===== src/rtl/cnn_pkg.sv =====
// cnn_pkg: shared controller state type and pooling geometry helper.
package cnn_pkg;

    typedef enum logic [1:0] {IDLE, STREAM, DRAIN, FINISH} pool_ctrl_state_t;

    function automatic int pool_out_count(input int image, input int filter, input int stride);
        int side;
        side = (image - filter) / stride + 1;
        return side * side;
    endfunction

endpackage


===== src/rtl/pool_stream_ctrl_if.sv =====
// pool_stream_ctrl_if: pixel-in, datapath and pooled-out signals of the pooling stream controller.
interface pool_stream_ctrl_if #(parameter int DATA_WIDTH = 80);

    logic                  start;
    logic [DATA_WIDTH-1:0] in_data;
    logic                  in_valid;
    logic                  in_ready;
    logic                  dp_clk_en;
    logic [DATA_WIDTH-1:0] dp_input_data;
    logic [DATA_WIDTH-1:0] dp_output_data;
    logic                  dp_valid;
    logic [DATA_WIDTH-1:0] out_data;
    logic                  out_valid;
    logic                  out_ready;
    logic                  busy;
    logic                  frame_done;
    logic                  count_error;

    // master is the controller; slave is the source, datapath and sink around it
    modport master (
        input  start, in_data, in_valid, dp_output_data, dp_valid, out_ready,
        output in_ready, dp_clk_en, dp_input_data, out_data, out_valid, busy, frame_done, count_error
    );

    modport slave (
        output start, in_data, in_valid, dp_output_data, dp_valid, out_ready,
        input  in_ready, dp_clk_en, dp_input_data, out_data, out_valid, busy, frame_done, count_error
    );

endinterface


===== src/rtl/cnn_out_fifo.sv =====
// cnn_out_fifo: 2-entry FIFO holding pooled results; simultaneous push and pop keep the count.
module cnn_out_fifo #(
    parameter int DATA_WIDTH = 80
) (
    input  logic                  clk,
    input  logic                  rst,
    input  logic                  push,
    input  logic                  pop,
    input  logic [DATA_WIDTH-1:0] wr_data,
    output logic [DATA_WIDTH-1:0] data,
    output logic [1:0]            count,
    output logic                  full,
    output logic                  empty
);

    logic [DATA_WIDTH-1:0] mem [2];
    logic                  wr_ptr, rd_ptr, do_push, do_pop;

    assign full    = count == 2'd2;
    assign empty   = count == 2'd0;
    assign do_pop  = pop && !empty;
    assign do_push = push && (!full || do_pop);
    assign data    = mem[rd_ptr];

    always_ff @(posedge clk)
        if (do_push) mem[wr_ptr] <= wr_data;

    always_ff @(posedge clk or posedge rst)
        if (rst) begin
            wr_ptr <= 1'b0;
            rd_ptr <= 1'b0;
            count  <= 2'd0;
        end else begin
            if (do_push) wr_ptr <= ~wr_ptr;
            if (do_pop) rd_ptr <= ~rd_ptr;
            count <= count + {1'b0, do_push} - {1'b0, do_pop};
        end

endmodule


===== src/rtl/pool_stream_ctrl.sv =====
// pool_stream_ctrl: drives one raster frame through the pooling datapath, flushes it, and
// buffers pooled results as a valid/ready stream under a 2-deep credit scheme.
module pool_stream_ctrl
    import cnn_pkg::*;
#(
    parameter int DATA_WIDTH   = 80,
    parameter int IMAGE_SIZE   = 15,
    parameter int FILTER_SIZE  = 2,
    parameter int STRIDE       = 2,
    parameter int DRAIN_CYCLES = 2
) (
    input  logic               clk,
    input  logic               rst,
    pool_stream_ctrl_if.master io
);

    localparam int OUT_PER_FRAME = pool_out_count(IMAGE_SIZE, FILTER_SIZE, STRIDE);
    localparam int PW  = $clog2(IMAGE_SIZE);
    localparam int CW  = $clog2(OUT_PER_FRAME + 1) + 1;
    localparam int DCW = DRAIN_CYCLES > 1 ? $clog2(DRAIN_CYCLES) : 1;

    pool_ctrl_state_t state, state_nx;
    logic [PW-1:0]    row, col;
    logic [CW-1:0]    out_cnt;
    logic [DCW-1:0]   drain_cnt;
    logic [1:0]       fifo_count;
    logic             en_d, space, beat, last_col, last_beat, drain_en, drain_last;
    logic             busy, capture, push, pop, done, fifo_full, fifo_empty;
    logic             frame_done, count_error;

    // An issued enable reserves a FIFO slot until its result lands one cycle later
    assign space      = ({1'b0, fifo_count} + {2'b0, en_d}) < 3'd2;
    assign busy       = state != IDLE;
    assign beat       = io.in_valid && io.in_ready;
    assign drain_en   = state == DRAIN && space;
    assign last_col   = col == PW'(IMAGE_SIZE - 1);
    assign last_beat  = beat && last_col && row == PW'(IMAGE_SIZE - 1);
    assign drain_last = drain_en && drain_cnt == DCW'(DRAIN_CYCLES - 1);
    assign done       = state == FINISH && fifo_empty && !en_d;
    assign capture    = en_d && io.dp_valid && busy;
    assign push       = capture && !fifo_full && out_cnt < CW'(OUT_PER_FRAME);
    assign pop        = io.out_valid && io.out_ready;

    assign io.in_ready      = state == STREAM && space;
    assign io.dp_clk_en     = beat || drain_en;
    assign io.dp_input_data = state == STREAM ? io.in_data : '0;
    assign io.out_valid     = !fifo_empty;
    assign io.busy          = busy;
    assign io.frame_done    = frame_done;
    assign io.count_error   = count_error;

    always_comb begin
        state_nx = state;
        unique case (state)
            IDLE:   state_nx = io.start ? STREAM : IDLE;
            STREAM: state_nx = last_beat ? DRAIN : STREAM;
            DRAIN:  state_nx = drain_last ? FINISH : DRAIN;
            FINISH: state_nx = done ? IDLE : FINISH;
        endcase
    end

    always_ff @(posedge clk or posedge rst)
        if (rst) begin
            state       <= IDLE;
            row         <= '0;
            col         <= '0;
            out_cnt     <= '0;
            drain_cnt   <= '0;
            en_d        <= 1'b0;
            frame_done  <= 1'b0;
            count_error <= 1'b0;
        end else begin
            state      <= state_nx;
            en_d       <= io.dp_clk_en;
            frame_done <= done;
            if (state == IDLE && io.start) begin
                row         <= '0;
                col         <= '0;
                out_cnt     <= '0;
                drain_cnt   <= '0;
                count_error <= 1'b0;
            end else begin
                if (beat) begin
                    col <= last_col ? '0 : col + 1'b1;
                    if (last_col) row <= last_beat ? '0 : row + 1'b1;
                end
                if (drain_en) drain_cnt <= drain_cnt + 1'b1;
                if (push) out_cnt <= out_cnt + 1'b1;
                if ((capture && !push) || (done && out_cnt != CW'(OUT_PER_FRAME))) count_error <= 1'b1;
            end
        end

    cnn_out_fifo #(.DATA_WIDTH(DATA_WIDTH)) u_fifo (
        .clk     (clk),
        .rst     (rst),
        .push    (push),
        .pop     (pop),
        .wr_data (io.dp_output_data),
        .data    (io.out_data),
        .count   (fifo_count),
        .full    (fifo_full),
        .empty   (fifo_empty)
    );

endmodule

===== src/flat_wrapper.sv =====
// flat-port wrapper written by rule: the top's interface ports become plain ports
module pool_stream_ctrl_flat import cnn_pkg::*;
#(
    parameter int DATA_WIDTH   = 80,
    parameter int IMAGE_SIZE   = 15,
    parameter int FILTER_SIZE  = 2,
    parameter int STRIDE       = 2,
    parameter int DRAIN_CYCLES = 2
)
  (clk, rst, io_start, io_in_data, io_in_valid, io_dp_output_data, io_dp_valid, io_out_ready, io_in_ready, io_dp_clk_en, io_dp_input_data, io_out_data, io_out_valid, io_busy, io_frame_done, io_count_error);
  pool_stream_ctrl_if #(.DATA_WIDTH(DATA_WIDTH)) io_i ();
  input  logic clk;
  input  logic rst;
  input wire logic [$bits(io_i.start)-1:0] io_start;
  input wire logic [$bits(io_i.in_data)-1:0] io_in_data;
  input wire logic [$bits(io_i.in_valid)-1:0] io_in_valid;
  input wire logic [$bits(io_i.dp_output_data)-1:0] io_dp_output_data;
  input wire logic [$bits(io_i.dp_valid)-1:0] io_dp_valid;
  input wire logic [$bits(io_i.out_ready)-1:0] io_out_ready;
  output wire logic [$bits(io_i.in_ready)-1:0] io_in_ready;
  output wire logic [$bits(io_i.dp_clk_en)-1:0] io_dp_clk_en;
  output wire logic [$bits(io_i.dp_input_data)-1:0] io_dp_input_data;
  output wire logic [$bits(io_i.out_data)-1:0] io_out_data;
  output wire logic [$bits(io_i.out_valid)-1:0] io_out_valid;
  output wire logic [$bits(io_i.busy)-1:0] io_busy;
  output wire logic [$bits(io_i.frame_done)-1:0] io_frame_done;
  output wire logic [$bits(io_i.count_error)-1:0] io_count_error;
  assign io_i.start = io_start;
  assign io_i.in_data = io_in_data;
  assign io_i.in_valid = io_in_valid;
  assign io_i.dp_output_data = io_dp_output_data;
  assign io_i.dp_valid = io_dp_valid;
  assign io_i.out_ready = io_out_ready;
  assign io_in_ready = io_i.in_ready;
  assign io_dp_clk_en = io_i.dp_clk_en;
  assign io_dp_input_data = io_i.dp_input_data;
  assign io_out_data = io_i.out_data;
  assign io_out_valid = io_i.out_valid;
  assign io_busy = io_i.busy;
  assign io_frame_done = io_i.frame_done;
  assign io_count_error = io_i.count_error;
  pool_stream_ctrl #(.DATA_WIDTH(DATA_WIDTH), .IMAGE_SIZE(IMAGE_SIZE), .FILTER_SIZE(FILTER_SIZE), .STRIDE(STRIDE), .DRAIN_CYCLES(DRAIN_CYCLES)) u_core (.clk(clk), .rst(rst), .io(io_i));
endmodule

===== config.mk =====
export PLATFORM = sky130hd
export DESIGN_NAME = pool_stream_ctrl_flat
export DESIGN_NICKNAME = d
export VERILOG_FILES = /design/src/rtl/cnn_pkg.sv /design/src/rtl/pool_stream_ctrl_if.sv /design/src/rtl/cnn_out_fifo.sv /design/src/rtl/pool_stream_ctrl.sv /design/src/flat_wrapper.sv
export SDC_FILE = /design/constraint.sdc
export NUM_CORES = 1
export LEC_CHECK = 0
export ABC_AREA = 1
export ABC_CLOCK_PERIOD_IN_PS = 4500
export BUFFER_PORTS_ARGS = -buffer_cell sky130_fd_sc_hd__buf_4
export CAP_MARGIN = 20
export CORE_UTILIZATION = 40
export DETAILED_ROUTE_END_ITERATION = 7
export PLACE_DENSITY = 0.72
export SLEW_MARGIN = 20
export SYNTH_ARGS = -nofsm -noshare
export SYNTH_HDL_FRONTEND = slang
export SYNTH_SLANG_ARGS = --single-unit

===== constraint.sdc =====
create_clock -name clk -period 4.5 [get_ports clk]
set_input_delay 1.35 -clock clk [delete_from_list [all_inputs] [get_ports clk]]
set_output_delay 1.35 -clock clk [all_outputs]
set_load 0.03 [all_outputs]

==> metrics, run 1 <==
number of placed I/O pins=about 330; startpoint-to-endpoint class of the critical path=reg -> out; number of antenna repair diodes=0; maximum cell stage delay along the critical path=510 ps; violation count after the first detailed-route iteration=334; hold slack final=525 ps; post-synthesis instance area=roughly 0.0078 sq mm; count of flip-flops with a built-in enable after synthesis=160; vias in the first global route=around 5400; cell taking the most area after synthesis=edfxtp_1; Core Region=between 0.015 and 0.02 sq mm; number of antenna violations at the first check in global routing=0; layout net count=between 1000 and 1500; share of final-layout standard cells stronger than drive strength 1=between 40% and 50%; placed wire-length estimate after detailed placement=~14000 um; destination of the worst register-to-register timing path=u_core.u_fifo.mem[1][47]; final setup fails=0; count of mapped cells out of synthesis=a little under 600; crit-path max FO=37; Max transition margin=about two fifths; Max Slew Vio Count=0; clock tree from TritonCTS=yes; portion of synthesized cell area occupied by the leading cell type=between 60% and 70%; maximum resistive drop on vdd=around 390 uV; worst reg-to-reg path cell count=7; share of synthesized registers carrying an async set or reset=a little over an eighth; final estimated routing congestion in global placement=around 0.88; Starting Density=between 40% and 50%; highest-delay cell along the critical path=nand2_2; endpoint of the worst hold-timing path=u_core.out_cnt[6]; worst-margin pin slew=a little over 900 ps; post-cts repair resize count=0; crit-path most repeated cell=buf_4; die area=around 0.02 sq mm; Crit path arrival time=~2200 ps; CP required=3150 ps; largest net degree at the start of global routing=74; R2R Path Start=u_core.state[1]; maxcap violations=0; number of distinct library cells after synthesis=27; clock latency reported for the late side of the worst-skew pair=~430 ps; buffers and inverters on the worst path=3; Routed WL per cell=15.7 um; f_max=~0.28 GHz; width of the die=around 140 um; total CTS buffers=17; run status=complete, no violations; deepest level of the CTS H-tree=4; clock period minus worst slack=between 3000 and 4000 ps; Area Overhead vs Synth=44.4%; number of port buffers=roughly 330; DIE HEIGHT=about 140 um; mean instance size in the synthesized netlist=about 13 sq um; number of placed instances, taps included=between 1000 and 1500; Setup Total Neg Slack=0 ps; maximum clock skew at final layout=10.8 ps; filler-free cell count of the finished design=1196; Leak=~5.0 nW; warnings from Yosys=0; total of fill cells in the finished design=between 1500 and 2000; Hold Violations, Final=0; Sinks on Clock Net=185; setup slack, reg-to-reg=2290 ps; Startpoint Class=register; kind of cell adding the most delay to the critical path=buffers and inverters; critical path, cell by cell=inv_2 > nand2_2 > buf_4 > nor2_1 > buf_4; master cell of the clock root buffer=clkbuf_16; Congestion Overflow GR=0; placement row count=50; flip-flop and latch count after synthesis=approximately 190; worst-case clock buffer depth=2; routed via count=5389; post-route core utilization=approximately 59%; detailed-route vias per instance=4.51; register area share after synthesis=a little over two thirds; power per unit of standard cell area=about 590 mW/mm^2; count of hold buffers inserted by post-cts repair=0; Routed Wire Length=18800 um; path category of the worst min-delay check=reg -> reg; leading register cell type out of synthesis=edfxtp_1; setup repair after global routing missed its margin=false; worst hold path startpoint=u_core.out_cnt[6]; wire length of the first global-routing pass=roughly 28000 um; Post-DRT Antenna Nets=0; detailed-routing iteration count for the pre-antenna-repair pass=4; GRT Total Usage=between 10% and 20%; nets in the synthesized netlist=760; type of element capturing the critical path=output port; total setup buffers inserted after CTS=0; top area cells in the synthesized netlist=edfxtp_1, mux2_2, dfrtp_1, inv_1, nor2_1; DRC=0; Hold Path Cell Cnt=2; final worst-path cycle share=79.3%; clock-pin slew of the registers on the worst-case setup and hold paths=~70 ps
## cells in the mapped netlist (2+ instances only)
master	count
clkbuf_1	4
dfrtp_1	25
buf_2	9
ha_1	8
mux2_2	80
o21ai_1	2
nor2_1	99
inv_2	3
nand2_1	35
o21ai_0	6
nand2_2	3
buf_1	5
nand3_2	2
a21oi_1	8
nand3_1	22
xnor2_1	2
edfxtp_1	160
xor2_1	6
inv_1	99
## state kept, by name (all words and copies together), names as in the netlist, 2 cells and up
name / cells
u_core.row: 4
u_core.out_cnt: 7
u_core.u_fifo.mem: 160
u_core.u_fifo.count: 2
u_core.state: 2
u_core.col: 4
## worst register-to-register path: cells and delay by family, from the launching register on
| family | cells | cell delay [ps] |
|---|---|---|
| buffers and inverters | 2 | 500 |
| DFF | 1 | 450 |
| and+or+nand+nor | 5 | 880 |
## metal layers
layer	wire [um]	GRT usage [%]
met1	7910	23.2
met2	9220	31.3
met3	1110	4.86
met4	542	7.89
met5	0	0
## placed cells by master, fill, tap and decap left out, types with 2 or more instances in the layout
cell type	synthesis	layout
edfxtp_1	160	160
buf_4	0	333
ha_1	8	8
nand3_2	2	2
nor2_4	1	3
dfrtp_1	25	24
o21ai_1	2	2
a21oi_1	8	8
xnor2_1	2	2
inv_8	0	4
inv_1	99	98
nand2_1	35	35
nand3_1	22	22
clkinv_8	0	5
o21ai_0	6	6
clkbuf_16	0	17
inv_2	3	3
inv_6	0	3
nand2_2	3	3
mux2_2	80	80
buf_12	0	3
xor2_1	6	6
nor2_1	99	97
## logic make-up after synthesis
family | count (synthesis) | synth area share, %
compound gates | 17 | 1.11
xor+xnor | 8 | 0.903
fa+ha+maj | 8 | 1.29
buf+inv | 120 | 5.95
flops | 185 | 69.9
mux | 80 | 11.6
simple gates | 168 | 9.20
## stage by stage
stage | setup slack (ps) | area, sq um | power (mW)
after CTS | 930 | 11200 | 6.73
after global placement | 1240 | 10600 | 5.18
after detailed placement | 1210 | 10600 | 5.21
after global routing | 715 | 11200 | 6.98
final | 933 | 11200 | 6.67
after floorplan | 283 | 7770 | 4.12
## worst max path at each step
stage | start | end | slack [ps] | cells after the start
3_3_place_gp | io_in_valid | io_dp_clk_en | 1240 | 4
4_1_cts | u_core.state[1] | io_dp_input_data[4] | 930 | 5
6_report | u_core.state[1] | io_dp_input_data[4] | 930 | 5
3_5_place_dp | io_in_valid | io_dp_clk_en | 1210 | 4
5_1_grt | u_core.state[1] | io_dp_input_data[4] | 720 | 5
2_1_floorplan | io_dp_valid | u_core.u_fifo.mem[1][0] | 280 | 4
## report_power, final
group	switching (mW)	total (mW)	internal, mW
sequential	0.168	2.22	2.06
combinational	1.80	2.93	1.13
clock	0.707	1.51	0.807
## layout make-up
cell class	count	area (sq um)	area share [%]
clock buffer	17	425	3.79
clock inverter	15	199	1.77
tap	260	325	2.90
timing repair buffer	336	2560	22.8
inverter	102	383	3.41
sequential	185	5430	48.5
multi-input combinational	281	1890	16.8
Note: power is estimated with default switching activity, not from simulation.
==> run 2: changes to the inputs <==
Settings changed: ABC_CLOCK_PERIOD_IN_PS 4500 to 2900.
Clock period 4.5 ns to 2.9 ns, I/O delays scaled along.
==> metrics, run 2 (synthesis results as in run 1) <==
startpoint-to-endpoint class of the critical path=reg -> out; routed via count=between 5000 and 6000; type of element capturing the critical path=output port; violation count after the first detailed-route iteration=approximately 330; kind of cell adding the most delay to the critical path=flip-flops; GRT Total Usage=just under 20%; largest net degree at the start of global routing=81; critical path, cell by cell=buf_12 > mux2_2 > buf_4; worst-case setup slack after placement=about 570 ps; buffers and inverters on the worst path=2; final instance area=around 0.011 sq mm; number of port buffers=roughly 330; total CTS buffers=17; R2R Path Start=u_core.state[1]; total of fill cells in the finished design=1540; hold slack final=~470 ps; die area=0.0200 sq mm; number of placed instances, taps included=between 1000 and 1500; highest-count cells in the layout ignoring fill and taps=buf_4, edfxtp_1, inv_1; clock-pin slew of the registers on the worst-case setup and hold paths=70 ps; most common cell after layout, fill and taps aside=buf_4; DIE HEIGHT=141 um; Congestion Overflow GR=0; net switching share of the total power=between 30% and 40%; final estimated routing congestion in global placement=0.833; metal3 WL=around 1000 um; final setup fails=0; deepest level of the CTS H-tree=4; maximum clock skew at final layout=about 9.6 ps; width of the die=141 um; clock latency reported for the late side of the worst-skew pair=~430 ps; startpoint of the worst setup timing path=u_core.u_fifo.rd_ptr; total power consumption of the routed design=between 10 and 15 mW; Cell Area, Placed=approximately 0.011 sq mm; setup slack, reg-to-reg=between 900 and 1000 ps; FF/Latch Area=0.00543 sq mm; maximum cell stage delay along the critical path=about 650 ps; clock tree from TritonCTS=yes; Max transition margin=between 60% and 70%; Met2 Wirelength=8930 um; Leak=5.06 nW; flip-flop count of the largest register after layout=160; clock share of power=23.2%; largest registers=u_core.u_fifo.mem: 160 flops, u_core.out_cnt: 7 flops; Post-Route M1 WL=~9100 um; slack of the critical path=139 ps; wire length of the first global-routing pass=28800 um; worst reg-to-reg path cell count=7; Int Power=roughly 6.3 mW; power per unit of standard cell area=930 mW/mm^2; crit-path max FO=30; detailed-routing iteration count for the pre-antenna-repair pass=4; placed wire-length estimate after detailed placement=14200 um; Starting Density=around 41%; Post-DRT Antenna Nets=0; placement row count=50; Hold Violations, Final=0; clock period minus worst slack=roughly 2800 ps; number of placed I/O pins=332; Routed Wire Length=between 15000 and 20000 um; combined area of the multi-input logic cells=roughly 0.0019 sq mm; total setup buffers inserted after CTS=0; setup repair after global routing missed its margin=false; register bank with the most flops=u_core.u_fifo.mem; power share of the sequential group=between 30% and 40%; Startpoint Class=register; path category of the worst min-delay check=in -> async; worst-case clock buffer depth=2; relative contribution of combinational cells to total power=between 40 and 50%; max layer used=met4; final worst-path cycle share=between 90% and 100%; DRC=0; worst-margin pin slew=~510 ps; f_max=about 0.36 GHz; Worst setup endpoint=io_out_data[69]; count of hold buffers inserted by post-cts repair=0; Routed WL per cell=between 15 and 20 um; layout net count=between 1000 and 1500; cell depth of the worst setup path=3; destination of the worst register-to-register timing path=u_core.u_fifo.mem[0][76]; post-route core utilization=between 50% and 60%; vias in the first global route=about 5000; detailed-route vias per instance=4.42; number of antenna violations at the first check in global routing=0; Max Slew Vio Count=0; share of final-layout standard cells stronger than drive strength 1=49.8%; Sinks on Clock Net=roughly 190; number of antenna repair diodes=0; maxcap violations=0; run status=complete, no violations; Setup Total Neg Slack=0 ps; master cell of the clock root buffer=clkbuf_16; CP required=2030 ps; Core Region=between 0.015 and 0.02 sq mm; net switching power figure=just over 4 mW; highest-delay cell along the critical path=dfrtp_4; post-cts repair resize count=0; Area Overhead vs Synth=45.4%; filler-free cell count of the finished design=between 1000 and 1500; maximum resistive drop on vdd=roughly 460 uV; Crit path arrival time=1890 ps
[run 2: worst min-delay path by stage]
| stage | end | start | depth (start not counted) |
|---|---|---|---|
| finish | u_core.col[2] | rst | 2 |
| global route | u_core.col[2] | rst | 2 |
| CTS | u_core.col[2] | rst | 2 |
| detailed placement | u_core.out_cnt[6] | u_core.out_cnt[6] | 2 |
| global placement | u_core.out_cnt[6] | u_core.out_cnt[6] | 2 |
| floorplan | u_core.io.frame_done | u_core.en_d | 1 |
[run 2: area by class of cell]
type	count	share of cell area, %
Clock buffer	17	3.77
Timing Repair Buffer	340	23.2
Sequential cell	185	48.1
Inverter	102	3.39
Clock inverter	15	1.92
Tap cell	260	2.88
Multi-Input combinational cell	281	16.7
[run 2: power by group through the flow]
| stage | clock, mW | combinational, mW | sequential (mW) |
|---|---|---|---|
| floorplan | 0 | 3.03 | 3.37 |
| global placement | 0 | 4.62 | 3.47 |
| detailed placement | 0 | 4.65 | 3.48 |
| CTS | 2.49 | 4.67 | 3.42 |
| global route | 2.60 | 4.90 | 3.46 |
| finish | 2.44 | 4.64 | 3.42 |
[run 2: layer usage]
layer,vias up,GRT usage [%]
li1,2642,-
met1,2465,28.0
met2,177,28.7
met3,18,4.25
met4,0,6.24
met5,-,0
[run 2: worst register-to-register path, stage by stage (launching register included)]
cell and delay, ps:
dfrtp_1 450, inv_2 90, nand2_1 110, nand3_2 120
nor2_4 140, nand2_4 130, nor2_4 120, buf_12 340
